`src/rtl/fp_addsub_acc_if.sv`:
```
// rtl/fp_addsub_acc_if.sv - operand/result bundle for the fixed-point add/sub accumulator
interface fp_addsub_acc_if #(
    parameter int W_len = 16
);
    logic              in_valid;
    logic              op_sub;
    logic              acc_en;
    logic              sat_en;
    logic              clear;
    logic [W_len-1:0]  a;
    logic [W_len-1:0]  b;
    logic              out_valid;
    logic [W_len-1:0]  sum;
    logic              overflow;
    logic              underflow;
    logic              ovf_sticky;
    logic              unf_sticky;

    modport master (
        output in_valid, op_sub, acc_en, sat_en, clear, a, b,
        input  out_valid, sum, overflow, underflow, ovf_sticky, unf_sticky
    );

    modport slave (
        input  in_valid, op_sub, acc_en, sat_en, clear, a, b,
        output out_valid, sum, overflow, underflow, ovf_sticky, unf_sticky
    );
endinterface

```
`src/rtl/fp_addsub_acc.sv`:
```
// rtl/fp_addsub_acc.sv - two-stage signed fixed-point add/sub with accumulator and saturate/wrap
module fp_addsub_acc #(
    parameter int W_len   = 16,
    parameter int W_fract = 14,
    parameter int W_out   = W_len
) (
    input  logic             clk,
    input  logic             reset,
    fp_addsub_acc_if.slave   bus
);

    // W_fract only names the Q format; the arithmetic is format-agnostic.
    if (W_fract >= W_len || W_out != W_len) begin : g_param_check
        $error("fp_addsub_acc: need W_fract < W_len and W_out == W_len");
    end

    logic [W_len-1:0] a_r, b_r;
    logic             op_sub_r, acc_en_r, sat_en_r, v1;

    logic [W_len-1:0] acc;
    logic [W_len-1:0] sum_q;
    logic             out_valid_q, overflow_q, underflow_q;
    logic             ovf_sticky_q, unf_sticky_q;

    logic signed [W_len:0] a_ext, b_ext, r;
    logic                  ovf, unf;
    logic [W_len-1:0]      res;

    // Stage 1: capture operands and controls every edge; no backpressure.
    always_ff @(posedge clk or negedge reset) begin
        if (!reset) begin
            a_r      <= '0;
            b_r      <= '0;
            op_sub_r <= 1'b0;
            acc_en_r <= 1'b0;
            sat_en_r <= 1'b0;
            v1       <= 1'b0;
        end else begin
            a_r      <= bus.a;
            b_r      <= bus.b;
            op_sub_r <= bus.op_sub;
            acc_en_r <= bus.acc_en;
            sat_en_r <= bus.sat_en;
            v1       <= bus.in_valid;
        end
    end

    // Exact W_len+1 result; range error shows as disagreeing top two bits.
    always_comb begin
        a_ext = acc_en_r ? $signed({acc[W_len-1], acc}) : $signed({a_r[W_len-1], a_r});
        b_ext = $signed({b_r[W_len-1], b_r});
        r     = op_sub_r ? (a_ext - b_ext) : (a_ext + b_ext);
        ovf   = ~r[W_len] &  r[W_len-1];
        unf   =  r[W_len] & ~r[W_len-1];
        res   = r[W_len-1:0];
        if (sat_en_r && ovf) begin
            res = {1'b0, {(W_len-1){1'b1}}};
        end else if (sat_en_r && unf) begin
            res = {1'b1, {(W_len-1){1'b0}}};
        end
    end

    // Stage 2: register result and flags; clear wins over accumulator/sticky updates.
    always_ff @(posedge clk or negedge reset) begin
        if (!reset) begin
            acc          <= '0;
            sum_q        <= '0;
            out_valid_q  <= 1'b0;
            overflow_q   <= 1'b0;
            underflow_q  <= 1'b0;
            ovf_sticky_q <= 1'b0;
            unf_sticky_q <= 1'b0;
        end else begin
            out_valid_q <= v1;
            overflow_q  <= v1 & ovf;
            underflow_q <= v1 & unf;
            if (v1) begin
                sum_q <= res;
            end
            if (bus.clear) begin
                acc          <= '0;
                ovf_sticky_q <= 1'b0;
                unf_sticky_q <= 1'b0;
            end else if (v1) begin
                acc          <= res;
                ovf_sticky_q <= ovf_sticky_q | ovf;
                unf_sticky_q <= unf_sticky_q | unf;
            end
        end
    end

    assign bus.out_valid  = out_valid_q;
    assign bus.sum        = sum_q;
    assign bus.overflow   = overflow_q;
    assign bus.underflow  = underflow_q;
    assign bus.ovf_sticky = ovf_sticky_q;
    assign bus.unf_sticky = unf_sticky_q;

endmodule

```
`src/flat_wrapper.sv`:
```
// flat-port wrapper written by rule: the top's interface ports become plain ports
module fp_addsub_acc_flat 
#(
    parameter int W_len   = 16,
    parameter int W_fract = 14,
    parameter int W_out   = W_len
)
  (clk, reset, bus_in_valid, bus_op_sub, bus_acc_en, bus_sat_en, bus_clear, bus_a, bus_b, bus_out_valid, bus_sum, bus_overflow, bus_underflow, bus_ovf_sticky, bus_unf_sticky);
  fp_addsub_acc_if #(.W_len(W_len)) bus_i ();
  input  logic clk;
  input  logic reset;
  input wire logic [$bits(bus_i.in_valid)-1:0] bus_in_valid;
  input wire logic [$bits(bus_i.op_sub)-1:0] bus_op_sub;
  input wire logic [$bits(bus_i.acc_en)-1:0] bus_acc_en;
  input wire logic [$bits(bus_i.sat_en)-1:0] bus_sat_en;
  input wire logic [$bits(bus_i.clear)-1:0] bus_clear;
  input wire logic [$bits(bus_i.a)-1:0] bus_a;
  input wire logic [$bits(bus_i.b)-1:0] bus_b;
  output wire logic [$bits(bus_i.out_valid)-1:0] bus_out_valid;
  output wire logic [$bits(bus_i.sum)-1:0] bus_sum;
  output wire logic [$bits(bus_i.overflow)-1:0] bus_overflow;
  output wire logic [$bits(bus_i.underflow)-1:0] bus_underflow;
  output wire logic [$bits(bus_i.ovf_sticky)-1:0] bus_ovf_sticky;
  output wire logic [$bits(bus_i.unf_sticky)-1:0] bus_unf_sticky;
  assign bus_i.in_valid = bus_in_valid;
  assign bus_i.op_sub = bus_op_sub;
  assign bus_i.acc_en = bus_acc_en;
  assign bus_i.sat_en = bus_sat_en;
  assign bus_i.clear = bus_clear;
  assign bus_i.a = bus_a;
  assign bus_i.b = bus_b;
  assign bus_out_valid = bus_i.out_valid;
  assign bus_sum = bus_i.sum;
  assign bus_overflow = bus_i.overflow;
  assign bus_underflow = bus_i.underflow;
  assign bus_ovf_sticky = bus_i.ovf_sticky;
  assign bus_unf_sticky = bus_i.unf_sticky;
  fp_addsub_acc #(.W_len(W_len), .W_fract(W_fract), .W_out(W_out)) u_core (.clk(clk), .reset(reset), .bus(bus_i));
endmodule
```
`config.mk`:
```
export PLATFORM = sky130hd
export DESIGN_NAME = fp_addsub_acc_flat
export DESIGN_NICKNAME = d
export VERILOG_FILES = /design/src/rtl/fp_addsub_acc_if.sv /design/src/rtl/fp_addsub_acc.sv /design/src/flat_wrapper.sv
export SDC_FILE = /design/constraint.sdc
export NUM_CORES = 1
export LEC_CHECK = 0
export BUFFER_PORTS_ARGS = -buffer_cell sky130_fd_sc_hd__buf_4
export CORE_MARGIN = 8
export CORE_UTILIZATION = 50
export DETAILED_ROUTE_END_ITERATION = 10
export GPL_ROUTABILITY_DRIVEN = 0
export MAX_ROUTING_LAYER = met4
export PLACE_DENSITY = 0.74
export SYNTH_ARGS = -nofsm -noshare
export SYNTH_HDL_FRONTEND = slang
export SYNTH_SLANG_ARGS = --single-unit
```
`constraint.sdc`:
```
create_clock -name clk -period 3.2 [get_ports clk]
set_clock_uncertainty 0.2 [all_clocks]
set_input_delay 0.32 -clock clk [delete_from_list [all_inputs] [get_ports clk]]
set_output_delay 0.32 -clock clk [all_outputs]
set_load 0.005 [all_outputs]
```
* After elaboration in Yosys (flattened, before gate mapping)
Cells that the tools add are included.
** Storage, ports and cells
- Bits in registers :: 73
- Output and inout port bits :: 21
- Input bits :: 39
- Logic and storage cells :: 36
** Operators by class
- Add/sub/neg operators :: 2
- Reductions and logical operators :: 3
- Muxes and demuxes :: 10
- Bitwise gates (word level) :: 8
** Operators by type and width (number)
- two-way mux 16 bit :: 4
- two-way mux 17 bit :: 2
- adder 17 x 16 -> 17 bit :: 1
- subtractor 17 x 16 -> 17 bit :: 1
- bitwise AND 1 bit :: 4
- two-way mux 1 bit :: 4
- logical AND 1 bit :: 2
- NOT 1 bit :: 2
- OR 1 bit :: 2
- nonzero test 2 bit :: 1

* Logic depth before layout (Yosys ltp)
- Depth in word-level cells :: 10
- Depth in mapped cells :: 16
- Mapped depth without buffers :: 15

* Worst setup path after synthesis
Ideal clock, no wire load.
- Path kind :: register to register
- Start point :: register u_core.acc_en_r
- End point :: register u_core.sum_q[7], in the netlist u_core.bus.sum[7]
- Stages on the path, launching flop included :: 15
- Data required time :: 2858 ps
- Clock period less this slack :: 3539 ps
- Buffers on the path :: 3
- Arrival :: 3196 ps
- Path slack :: -339 ps
- Cells stage by stage :: dfrtp_1 -> buf_2 -> buf_1 -> mux2i_1 -> inv_1 -> ha_1 -> nand2b_1 -> a21oi_1 -> o21a_1 -> o31a_1 -> a21oi_4 -> mux2_4 -> o21ai_4 -> buf_6 -> o221ai_1
** Between the ends
- Word-level cells in the longest chain between the ends :: 8
** Ends and longest elaborated chain
- start, declared :: line fp_addsub_acc.sv:18 : logic op_sub_r, acc_en_r, sat_en_r, v1;
- start signal, assigned :: line fp_addsub_acc.sv:42 : acc_en_r <= bus.acc_en;
- two-way mux 17 bit * :: line fp_addsub_acc.sv:50 : a_ext = acc_en_r ? $signed({acc[W_len-1], acc}) : $signed({a_r[W_len-1], a_r});
- adder 17 x 16 -> 17 bit or subtractor 17 x 16 -> 17 bit (tied branches) :: line fp_addsub_acc.sv:52 : r = op_sub_r ? (a_ext - b_ext) : (a_ext + b_ext);
- two-way mux 17 bit * :: line fp_addsub_acc.sv:52
- NOT 1 bit :: line fp_addsub_acc.sv:54 : unf = r[W_len] & ~r[W_len-1];
- bitwise AND 1 bit :: line fp_addsub_acc.sv:54
- logical AND 1 bit :: line fp_addsub_acc.sv:58 : end else if (sat_en_r && unf) begin
- two-way mux 16 bit :: line fp_addsub_acc.sv:58
- two-way mux 16 bit * :: line fp_addsub_acc.sv:56 : if (sat_en_r && ovf) begin
- end signal, assigned :: line fp_addsub_acc.sv:78 : sum_q <= res;
- end, declared :: line fp_addsub_acc.sv:21 : logic [W_len-1:0] sum_q;
Mark *: on every way between the ends. The rest lies on a longest branch, timed or not.
A chain may end at the register's enable or synchronous reset.

* Final worst setup path
- Start point :: register u_core.b_r[3]
- End point :: register u_core.sum_q[9], in the netlist u_core.bus.sum[9]
** Between the ends
- Word-level cells in the longest chain between the ends :: 7
** Ends and longest elaborated chain
- start, declared :: line fp_addsub_acc.sv:17 : logic [W_len-1:0] a_r, b_r;
- start signal, assigned :: line fp_addsub_acc.sv:40 : b_r <= bus.b;
- adder 17 x 16 -> 17 bit or subtractor 17 x 16 -> 17 bit (tied branches) :: line fp_addsub_acc.sv:52
- two-way mux 17 bit * :: line fp_addsub_acc.sv:52
- NOT 1 bit :: line fp_addsub_acc.sv:54
- bitwise AND 1 bit :: line fp_addsub_acc.sv:54
- logical AND 1 bit :: line fp_addsub_acc.sv:58
- two-way mux 16 bit :: line fp_addsub_acc.sv:58
- two-way mux 16 bit * :: line fp_addsub_acc.sv:56
Marked as above.

==> summary.txt <==
Clk pwr share = 22.7%
Net switching power = 1380 µW
Number of distinct library cells after synthesis = 60
Max Clk Rate = 287 MHz
Antenna-violating nets left = 0
Post-synth top area share = 46.4%
Sum Neg Setup Slack = -7.30 ns
CTS tree = done
Syn_nets = 441
Setup WS post-layout = -0.284 ns
Design Power = 4090 µW
Clock Path Buffers = 2
Post-synth EDFFs = 0
Core region area = 7690 µm²
Share of cells above drive strength 1 = 41.9%
Hold Path Class = input pin to register
Max-cap violations = 0
CTS Buf Count = 9
Setup Crit Path Kind = register to register
Final Routed Wirelength = 10,900 µm
RSZ-0062 raised after global routing = yes
Delay-heaviest family, CP = compound AO/OA/AOI/OAI gates
Gate power share = 47.2%
Crit path DAT = 3.48 ns
Sink Count = 73
Maximum vdd drop = 0.356 mV
Initial antenna violation count = 0
Fillers = 495
Mean Syn Cell Area = 10.3 µm²
Inserted Diodes = 0
Status = complete, but fails checks
Biggest area consumer among synthesized cells = dfrtp_1
First-pass GRT wire length = 17,700 µm
Clk_lat worst skew = 0.35 ns
IO Port Bufs = 59
Cells after Synth = 384
Final hold violations = 0
Worst Path Required = 3.20 ns
Dpl hpwl = 7160 µm
Wire per inst = 16.3 µm
Ys flop type = dfrtp_1
Initial Util = 51.2%
Slew Limit Fails = 0
Cell Rows = 32
Post-layout min period = 3.48 ns
Total Nets Final = 617
Asr flop ratio synth = 100%
Die width = 105 µm
Failing checks = setup timing
Initial DRC count = 223
Period utilisation layout = 109%
Area grow syn2layout = 52.4%
Setup crit end kind = register
I/O pins = 60
Via count = 3,624
Pint = 2700 µW
Synth warn = 0
Vias per inst = 5.43
Largest net degree at the start of global routing = 74
Number of global-route vias before repair = 3,815
Rel. slew slack = 40.8%
Flop pwr share = 30.1%
DRC viols = 0
Root buf cell = clkbuf_8
Max H-tree Level = 3
Seq/Total Area, Yosys = 46.4%
Synth Cell Area = 3940 µm²
#FFs+latches synth = 73
GRT Util Overall = 20.2%
Gr ovfl total = 0
Die ar. = 11,000 µm²
Sw Ratio = 33.9%
Leakage power = 0.00284 µW
Slowest-stage cell, CP = a221o_1
TritonRoute pass-1 iters = 5
Critical Path Max Stage Delay = 0.41 ns
Max Fanout on Critical Path = 14
Pwr Density = 681 nW/µm²
Worst slew pin tran = 0.888 ns
Worst path bufs/invs = 3
Top cells by area, synth = dfrtp_1 (46%), ha_1 (5.4%), xnor2_1 (4.5%), mux2_2 (4.3%), nor2_1 (3.8%)
Setup-failing EPs final = 35
Worst path cell trace = nor3_2 -> buf_4 -> a41o_1 -> o21ai_1 -> xnor2_1 -> ha_1 -> inv_2 -> o21bai_1 -> a221o_1 -> a21oi_4 -> mux2_4 -> o21ai_4 -> buf_12 -> o221ai_1
Critical Path Start Type = register
Reg clk slew, reported paths = 0.08 ns
R2r setup slk = -0.28 ns
Die Y = 105 µm
-- power by group through the flow --
| stage | Clock (µW) | Combinational, µW | Sequential, µW |
|---|---|---|---|
| 2_1_floorplan | 0 | 869 | 1220 |
| 3_3_place_gp | 0 | 1480 | 1230 |
| 3_5_place_dp | 0 | 1540 | 1240 |
| 4_1_cts | 941 | 1740 | 1230 |
| 5_1_grt | 986 | 2090 | 1250 |
| 6_report | 928 | 1930 | 1230 |
-- timing repair --
| item | in CTS | in global routing |
|---|---|---|
| gates resized for setup | 36 | 38 |
| pin swaps | 9 | 17 |
| endpoints found under the hold margin | 109 | 0 |
| setup buffers | 3 | 9 |
| hold buffers | 37 | 0 |
| endpoints found under the setup margin | 36 | 36 |
| gates cloned | 2 | 0 |
-- worst register-to-register path, stage by stage, from the launching register on --
cell      delay, ns
dfrtp_1        0.39
nor3_2         0.23
buf_4          0.16
a41o_1         0.23
o21ai_1        0.10
xnor2_1        0.18
ha_1           0.31
inv_2          0.08
o21bai_1       0.10
a221o_1        0.41
a21oi_4        0.16
mux2_4         0.35
o21ai_4        0.16
buf_12         0.15
o221ai_1       0.12
-- synthesized netlist by cell type (3+ instances only) --
master and instances:
mux2_2 15, a21o_1 3, and3_1 3, nor2_1 40
o21a_1 4, o21ai_0 22, nand2b_1 7, xor2_1 6
nand2_1 21, a211oi_1 13, o21bai_1 4, xnor2_1 20
ha_1 17, o221ai_1 14, nand3_1 4, inv_1 32
a21oi_1 20, dfrtp_1 73, clkbuf_1 7, and2_1 6
nor3_1 4
-- layer usage --
layer	vias up	global-route usage, %	share of wire (%)	wire length [µm]
met3	23	4.79	5.5	604
met2	126	34.3	51	5580
met4	0	8.05	1.9	212
li1	1711	-	-	-
met1	1764	22.5	41	4500
met5	-	-	0	0
-- flip-flops by register name, indices dropped and copies added (netlist names), 16 cells and up --
name,flops
u_core.bus.sum,16
u_core.acc,16
u_core.b_r,16
u_core.a_r,16
-- area by class of cell --
cell class / instances / area [µm²] / share of cell area, %
Multi-Input combinational cell: 265 / 2180 / 36.3
Sequential cell: 73 / 1830 / 30.4
Timing Repair Buffer: 178 / 1490 / 24.8
Clock inverter: 6 / 130 / 2.17
Clock buffer: 10 / 128 / 2.13
Tap cell: 102 / 128 / 2.13
Inverter: 33 / 124 / 2.06
-- cells in the final DEF, fill, tap and decap left out, drive strengths merged, types with 14 or more instances in the layout --
master       instances
buf                141
xnor2               21
o221ai              14
o21ai               25
mux2                16
ha                  17
nor2                40
inv                 33
dlygate4sd3         37
nand2               23
dfrtp               73
a21oi               21
-- worst paths after layout --
check,to,depth (start not counted),from
max,u_core.bus.sum[9],14,u_core.b_r[3]
min,u_core.bus.ovf_sticky,2,bus_clear
max reg2reg,u_core.bus.sum[9],14,u_core.b_r[3]
min reg2reg,u_core.bus.ovf_sticky,2,u_core.bus.ovf_sticky
max in group asynchronous,u_core.acc[11],2,reset
min in group asynchronous,u_core.b_r[3],2,reset
-- cell families (layout without fill, tap and decap cells) --
kind of cell / count (synthesis) / in the layout / share of synthesized area, %
compound gates: 106 / 106 / 19.5
simple gates: 95 / 96 / 11.4
flops: 73 / 73 / 46.4
buf+inv: 47 / 227 / 5.02
xor+xnor: 27 / 27 / 6.48
fa+ha+maj: 18 / 18 / 5.91
mux: 18 / 18 / 5.18
-- stage by stage --
stage | utilization [%] | instances | instance area [µm²] | worst slack, ns | hold slack (ns)
floorplan | - | 384 | 3960 | -0.277 | -0.176
global placement | 65.0 | 602 | 5000 | -0.143 | 0.229
detailed placement | 65.0 | 602 | 5000 | -0.214 | 0.230
CTS | 75.5 | 660 | 5810 | -0.235 | 0.0876
global route | 78.1 | 667 | 6000 | -0.502 | 0.125
finish | 78.1 | 667 | 6000 | -0.284 | 0.123
(Power assumes the default switching activity.)
